[config.mk]
export PLATFORM = sky130hd
export DESIGN_NAME = mole_game_ctrl_flat
export DESIGN_NICKNAME = d
export VERILOG_FILES = /design/src/rtl/mole_pkg.sv /design/src/rtl/mole_game_ctrl_if.sv /design/src/rtl/mole_lfsr.sv /design/src/rtl/mole_game_ctrl.sv /design/src/flat_wrapper.sv
export SDC_FILE = /design/constraint.sdc
export NUM_CORES = 1
export LEC_CHECK = 0
export ABC_CLOCK_PERIOD_IN_PS = 2100
export BUFFER_PORTS_ARGS = -buffer_cell sky130_fd_sc_hd__buf_2
export CAP_MARGIN = 20
export CORE_MARGIN = 2
export CORE_UTILIZATION = 45
export DETAILED_ROUTE_END_ITERATION = 8
export PLACE_DENSITY = 0.75
export RECOVER_POWER = 100
export SYNTH_ARGS = -nofsm -noshare
export SYNTH_HDL_FRONTEND = slang
export SYNTH_SLANG_ARGS = --single-unit
[constraint.sdc]
create_clock -name clk -period 2.1 [get_ports clk]
set_input_delay 0.42 -clock clk [delete_from_list [all_inputs] [get_ports clk]]
set_output_delay 0.42 -clock clk [all_outputs]
set_load 0.01 [all_outputs]
[src/rtl/mole_pkg.sv]
// Shared definitions for the whack-a-mole round sequencer.
//   state_e       : round sequencer states (also exported for debug)
//   LFSR_*        : hole-selection LFSR width, feedback taps and default seed
//   onehot4       : 2-bit hole index -> 4-bit mole mask
//   sat_inc4      : 4-bit counter increment that sticks at 15
package mole_pkg;

  typedef enum logic [1:0] {
    IDLE = 2'd0,
    GAP  = 2'd1,
    UP   = 2'd2,
    DONE = 2'd3
  } state_e;

  localparam int          LFSR_W        = 4;
  localparam int          LFSR_TAP_A    = 3;
  localparam int          LFSR_TAP_B    = 2;
  localparam logic [3:0]  LFSR_SEED_DEF = 4'b1001;

  function automatic logic [3:0] onehot4(input logic [1:0] idx);
    onehot4 = 4'b0001 << idx;
  endfunction

  function automatic logic [3:0] sat_inc4(input logic [3:0] val);
    sat_inc4 = (val == 4'hF) ? val : val + 4'd1;
  endfunction

endpackage

[src/rtl/mole_game_ctrl_if.sv]
// Player/display bundle of the whack-a-mole sequencer.
//   start, btn                         : player side inputs (driven by master)
//   mole, score, misses, busy, done    : display side outputs (driven by slave)
//   dbg_state                          : current sequencer state, for checkers
// Handshake: there is no valid/ready pair here. start is a level sampled on
// every rising edge while the sequencer is in IDLE or DONE and ignored
// otherwise; btn is sampled every edge and only its rising edges count.
interface mole_game_ctrl_if;
  import mole_pkg::*;

  logic       start;
  logic [3:0] btn;
  logic [3:0] mole;
  logic [3:0] score;
  logic [3:0] misses;
  logic       busy;
  logic       done;
  state_e     dbg_state;

  modport master (
    output start, btn,
    input  mole, score, misses, busy, done, dbg_state
  );

  modport slave (
    input  start, btn,
    output mole, score, misses, busy, done, dbg_state
  );

endinterface

[src/rtl/mole_lfsr.sv]
// 4-bit Fibonacci LFSR choosing the hole for each round.
//   clk, rst_n : clock, async active-low reset (reset loads SEED)
//   load_i     : reload SEED (new game)
//   step_i     : advance one step (a mole is being raised)
//   sel_o      : low two bits of the current value = hole index
module mole_lfsr
  import mole_pkg::*;
#(
  parameter logic [LFSR_W-1:0] SEED = LFSR_SEED_DEF
) (
  input  logic       clk,
  input  logic       rst_n,
  input  logic       load_i,
  input  logic       step_i,
  output logic [1:0] sel_o
);

  logic [LFSR_W-1:0] lfsr_q;
  logic [LFSR_W-1:0] lfsr_d;

  // Shift left, feeding back the XOR of the two top taps.
  always_comb begin
    lfsr_d = lfsr_q;
    if (load_i) begin
      lfsr_d = SEED;
    end else if (step_i) begin
      lfsr_d = {lfsr_q[LFSR_W-2:0], lfsr_q[LFSR_TAP_A] ^ lfsr_q[LFSR_TAP_B]};
    end
  end

  always_ff @(posedge clk or negedge rst_n) begin
    if (!rst_n) begin
      lfsr_q <= SEED;
    end else begin
      lfsr_q <= lfsr_d;
    end
  end

  assign sel_o = lfsr_q[1:0];

endmodule

[src/rtl/mole_game_ctrl.sv]
// Whack-a-mole round sequencer: raises one pseudo-randomly chosen mole per
// round, opens a fixed hit window, judges button rising edges against it and
// keeps saturating score/miss totals over ROUNDS rounds.
//   clk, rst_n : clock, async active-low reset
//   bus        : mole_game_ctrl_if.slave (start/btn in; mole, score, misses,
//                busy, done, dbg_state out -- all outputs registered)
module mole_game_ctrl
  import mole_pkg::*;
#(
  parameter int               UP_CYCLES  = 8,
  parameter int               GAP_CYCLES = 4,
  parameter int               ROUNDS     = 15,
  parameter logic [LFSR_W-1:0] LFSR_SEED = LFSR_SEED_DEF
) (
  input  logic              clk,
  input  logic              rst_n,
  mole_game_ctrl_if.slave   bus
);

  state_e     state_q;
  logic [7:0] timer_q;
  logic [3:0] round_q;
  logic [3:0] btn_q;
  logic [3:0] mole_q;
  logic [3:0] score_q;
  logic [3:0] misses_q;
  logic       busy_q;
  logic       done_q;

  logic [1:0] sel;
  logic [3:0] rise;
  logic       wrong;
  logic       hit;
  logic       timeout;
  logic       start_ok;
  logic       raise;
  logic [3:0] round_d;

  assign rise     = bus.btn & ~btn_q;
  // In UP the mole register holds onehot(sel), so it doubles as the hole mask.
  assign wrong    = |(rise & ~mole_q);
  assign hit      = |(rise & mole_q);
  assign timeout  = (timer_q == 8'd0);
  assign start_ok = bus.start && ((state_q == IDLE) || (state_q == DONE));
  assign raise    = (state_q == GAP) && (timer_q == 8'd0);
  assign round_d  = round_q + 4'd1;

  mole_lfsr #(.SEED(LFSR_SEED)) u_lfsr (
    .clk    (clk),
    .rst_n  (rst_n),
    .load_i (start_ok),
    .step_i (raise),
    .sel_o  (sel)
  );

  always_ff @(posedge clk or negedge rst_n) begin
    if (!rst_n) begin
      state_q  <= IDLE;
      timer_q  <= 8'd0;
      round_q  <= 4'd0;
      btn_q    <= 4'd0;
      mole_q   <= 4'd0;
      score_q  <= 4'd0;
      misses_q <= 4'd0;
      busy_q   <= 1'b0;
      done_q   <= 1'b0;
    end else begin
      btn_q <= bus.btn;
      case (state_q)
        IDLE, DONE: begin
          if (bus.start) begin
            state_q  <= GAP;
            timer_q  <= 8'(GAP_CYCLES - 1);
            round_q  <= 4'd0;
            score_q  <= 4'd0;
            misses_q <= 4'd0;
            mole_q   <= 4'd0;
            busy_q   <= 1'b1;
            done_q   <= 1'b0;
          end
        end
        GAP: begin
          if (!timeout) begin
            timer_q <= timer_q - 8'd1;
          end else begin
            state_q <= UP;
            mole_q  <= onehot4(sel);
            timer_q <= 8'(UP_CYCLES - 1);
          end
        end
        UP: begin
          if (wrong || hit || timeout) begin
            // A wrong bit beats a correct one pressed in the same cycle.
            if (hit && !wrong) begin
              score_q <= sat_inc4(score_q);
            end else begin
              misses_q <= sat_inc4(misses_q);
            end
            mole_q  <= 4'd0;
            round_q <= round_d;
            if (round_d == 4'(ROUNDS)) begin
              state_q <= DONE;
              busy_q  <= 1'b0;
              done_q  <= 1'b1;
            end else begin
              state_q <= GAP;
              timer_q <= 8'(GAP_CYCLES - 1);
            end
          end else begin
            timer_q <= timer_q - 8'd1;
          end
        end
        default: state_q <= IDLE;
      endcase
    end
  end

  assign bus.mole      = mole_q;
  assign bus.score     = score_q;
  assign bus.misses    = misses_q;
  assign bus.busy      = busy_q;
  assign bus.done      = done_q;
  assign bus.dbg_state = state_q;

endmodule

[src/flat_wrapper.sv]
// flat-port wrapper written by rule: the top's interface ports become plain ports
module mole_game_ctrl_flat import mole_pkg::*;
#(
  parameter int               UP_CYCLES  = 8,
  parameter int               GAP_CYCLES = 4,
  parameter int               ROUNDS     = 15,
  parameter logic [LFSR_W-1:0] LFSR_SEED = LFSR_SEED_DEF
)
  (clk, rst_n, bus_start, bus_btn, bus_mole, bus_score, bus_misses, bus_busy, bus_done, bus_dbg_state);
  mole_game_ctrl_if bus_i ();
  input  logic clk;
  input  logic rst_n;
  input wire logic [$bits(bus_i.start)-1:0] bus_start;
  input wire logic [$bits(bus_i.btn)-1:0] bus_btn;
  output wire logic [$bits(bus_i.mole)-1:0] bus_mole;
  output wire logic [$bits(bus_i.score)-1:0] bus_score;
  output wire logic [$bits(bus_i.misses)-1:0] bus_misses;
  output wire logic [$bits(bus_i.busy)-1:0] bus_busy;
  output wire logic [$bits(bus_i.done)-1:0] bus_done;
  output wire logic [$bits(bus_i.dbg_state)-1:0] bus_dbg_state;
  assign bus_i.start = bus_start;
  assign bus_i.btn = bus_btn;
  assign bus_mole = bus_i.mole;
  assign bus_score = bus_i.score;
  assign bus_misses = bus_i.misses;
  assign bus_busy = bus_i.busy;
  assign bus_done = bus_i.done;
  assign bus_dbg_state = bus_i.dbg_state;
  mole_game_ctrl #(.UP_CYCLES(UP_CYCLES), .GAP_CYCLES(GAP_CYCLES), .ROUNDS(ROUNDS), .LFSR_SEED(LFSR_SEED)) u_core (.clk(clk), .rst_n(rst_n), .bus(bus_i));
endmodule
==> flow_summary.ini <==
[outcome]
status = finished, violations left
violations = setup timing

[synthesis]
synth.area.mux_share_pct = 6.02
synth_flop_cell = dfrtp_1
synth-seq-cells = 36
yosysTopAreaCell = dfrtp_1
ys_seq_area_share_pct = 41.4
synth_top_family_by_area = simple AND/OR/NAND/NOR gates
synth_simple_gate_area_share_pct = 26.3
synthArstFlopShare_pct = 100
ys_warn_count = 0
synthTopCellsByCount = dfrtp_1 (34), nand3_1 (19), nand2_1 (13)
avgSynthCellArea_um2 = 10.1
synthXorXnorAreaFrac_pct = 1.20
synth_top_area_share_pct = 39.0
synthAdderAreaFrac_pct = 4.59
synth.distinct_cells = 60
synth_nets = 232
yosysMostFrequentCell = dfrtp_1
synth_area_leaders = dfrtp_1 (39%), ha_1 (4.6%), nand3_1 (4.4%), mux2i_1 (2.8%), mux2_4 (2.8%)
synth-compound-area-share_pct = 16.9
syn_area_um2 = 2180
synth_edf_count = 0
syn_inst = 217

[global_route]
grt_pass1_vias = 1824
grt_max_degree = 37
grt-ovfl-total = 0
grt_pass1_wl_um = 8510
grt_usage_pct = 20.5
antenna_found_initial = 0

[power]
p_leak_nw = 1.27
power_mw = 3.55
ir_drop_uv = 677
p_per_area_nw_per_um2 = 1280

[critical_path]
r2r_slack_ns = -0.07
worstPathRequired_ns = 2.27
crit_family = simple AND/OR/NAND/NOR gates
worstPathArrival_ns = 2.34
crit_buf_inv = 1
slowest_stage = or3_4
crit_end = u_core.bus.mole[1]$_DFFE_PN0P_
crit_fanout = 6
path_class = flip-flop to flip-flop
worstReg2RegEnd = u_core.bus.mole[1]$_DFFE_PN0P_
crit_path_end_kind = flip-flop
crit_chain = inv_2 > ha_4 > or3b_4 > or3_4 > nand4_4 > nand3_4 > mux2_4
slowest_delay_ns = 0.43
path_depth = 7
startpoint_type = flip-flop
setup.worst_path.start = u_core.timer_q[1]$_DFFE_PN0P_
reg2reg_depth = 7
r2r_start = u_core.timer_q[1]$_DFFE_PN0P_

[floorplanning]
die_y_um = 73.6
initial_core_util_pct = 46.5
num_io_pins = 23
die_area_um2 = 5420
die_w_um = 73.6
coreArea_um2 = 4690
rows = 25

[routing]
vias_per_cell = 5.78
wirelength_um = 5120
vias = 1929
wl_per_cell_um = 15.3
dr.pass1.iters = 4
ant_nets = 0
drc = 0
drt-initial-drc-count = 101

[place]
dp_hpwl_um = 3690
placement.io_buffers = 22
placed_cell_area_um2 = 2590
gp_congestion = 0.854

[clock_network]
cts_tree = built
cts_htree_levels = 2
cts.sinks = 36
clk_pin_slew_ns = 0.07
cts_made_buffers = 5
clock_latency_ns = 0.28
cts_root_buf = clkbuf_8
cts_buffer_depth = 2

[timing]
tightest_slew_ns = 0.884
min_period_over_period_pct = 103
fin_worst_skew_ns = 0.00600
slew_violations = 0
slew_headroom_pct = 41.1
worst_slack_ns = -0.0657
rsz0062_at_grt = true
hold_violations = 0
setup_viol = 9
max_freq_mhz = 462
finalCriticalPeriod_ns = 2.17

[cells_and_area]
diodes = 0
drive_above_1_share_pct = 29.6
area_delta_synth_final_pct = 27.3
final_nets = 294
fin_area_um2 = 2780

[job]
max_cap_viol_count = 0

[worst_hold_path]
min_path_type = input port to asynchronous set/reset pin
==> metal layers <==
layer  up-vias  global-route usage, %  share of wire (%)
met1       949                   27.8                 48
li1        944                      -                  -
met3         4                   3.70                2.8
met5         -                      0                  0
met4         0                   7.68                1.3
met2        32                   32.6                 48
==> where the power goes <==
part | leakage, nW | switching, mW | total [mW] | internal, mW
clock network | 0.0510 | 0.244 | 0.505 | 0.262
registers | 0.467 | 0.128 | 0.971 | 0.843
logic | 0.747 | 1.08 | 2.07 | 0.995
total | 1.27 | 1.45 | 3.55 | 2.10
==> cell families after synthesis <==
group                    count (synthesis)
buffers and inverters                   17
XOR/XNOR                                 3
AO/OA/AOI/OAI                           51
flip-flops                              36
multiplexers                            11
AND/OR/NAND/NOR                         91
adder cells (fa/ha/maj)                  8
==> placed cells by master (no fill, tap or decap), types with 3 or more instances in the layout <==
cell type / instances
a21o_1: 6
a21oi_1: 11
a31oi_1: 3
buf_2: 4
buf_4: 35
clkbuf_1: 19
clkbuf_8: 6
dfrtp_1: 34
ha_1: 7
inv_1: 8
mux2_4: 4
mux2i_1: 6
nand2_1: 13
nand2b_1: 3
nand3_1: 18
nand3b_1: 6
nand4_1: 7
nor2_1: 8
nor3_1: 3
nor3b_1: 6
o21ai_0: 5
==> worst min path at each step <==
stage / from / end / cells past startpoint
after floorplan: rst_n / u_core.btn_q[0]$_DFF_PN0_ / 0
after global placement: u_core.u_lfsr.lfsr_q[0]$_DFFE_PN1P_ / u_core.u_lfsr.lfsr_q[0]$_DFFE_PN1P_ / 2
after detailed placement: u_core.bus.done$_DFFE_PN0P_ / u_core.bus.done$_DFFE_PN0P_ / 2
after CTS: rst_n / u_core.bus.dbg_state[0]$_DFFE_PN0P_ / 1
after global routing: bus_btn[3] / u_core.btn_q[3]$_DFF_PN0_ / 1
final: rst_n / u_core.bus.dbg_state[0]$_DFFE_PN0P_ / 1
==> area by class of cell <==
type / count / area [um^2]
Clock buffer: 6 / 82.6
Clock inverter: 2 / 10.0
Fill cell: 393 / 1910
Inverter: 10 / 37.5
Multi-Input combinational cell: 164 / 1290
Sequential cell: 36 / 903
Tap cell: 54 / 67.6
Timing Repair Buffer: 62 / 389
==> sequential cells by signal, summed over array words and instances, names as in the netlist <==
signal and cells:
u_core.btn_q 4, u_core.bus.busy 1, u_core.bus.dbg_state 2, u_core.bus.done 1, u_core.bus.misses 4, u_core.bus.mole 4
u_core.bus.score 4, u_core.round_q 4, u_core.timer_q 8, u_core.u_lfsr.lfsr_q 4
==> timing repair <==
item | 4_1_cts | 5_1_grt
buffers inserted | 0 | 3
pin swaps | 1 | 7
hold buffers | 0 | 0
setup endpoints to repair | 10 | 21
gates resized for setup | 4 | 15
gates cloned | 0 | 1
==> worst reg2reg max path: stages, from the launching register on <==
cell	delay [ns]
dfrtp_1	0.40
inv_2	0.08
ha_4	0.14
or3b_4	0.41
or3_4	0.44
nand4_4	0.12
nand3_4	0.14
mux2_4	0.33
==> stage by stage <==
step | std cells | setup WS, ns | util [%] | setup TNS, ns | hold WS [ns]
floorplan | 217 | -0.0494 | - | -0.152 | 0.124
global placement | 322 | -0.0393 | 55.2 | -0.149 | 0.524
detailed placement | 322 | -0.0760 | 55.2 | -0.374 | 0.526
CTS | 330 | -0.000506 | 57.5 | -0.000506 | 0.241
global route | 334 | -0.136 | 59.2 | -1.40 | 0.276
finish | 334 | -0.0657 | 59.2 | -0.431 | 0.243
No activity file was read; power rests on OpenSTA's default activity.
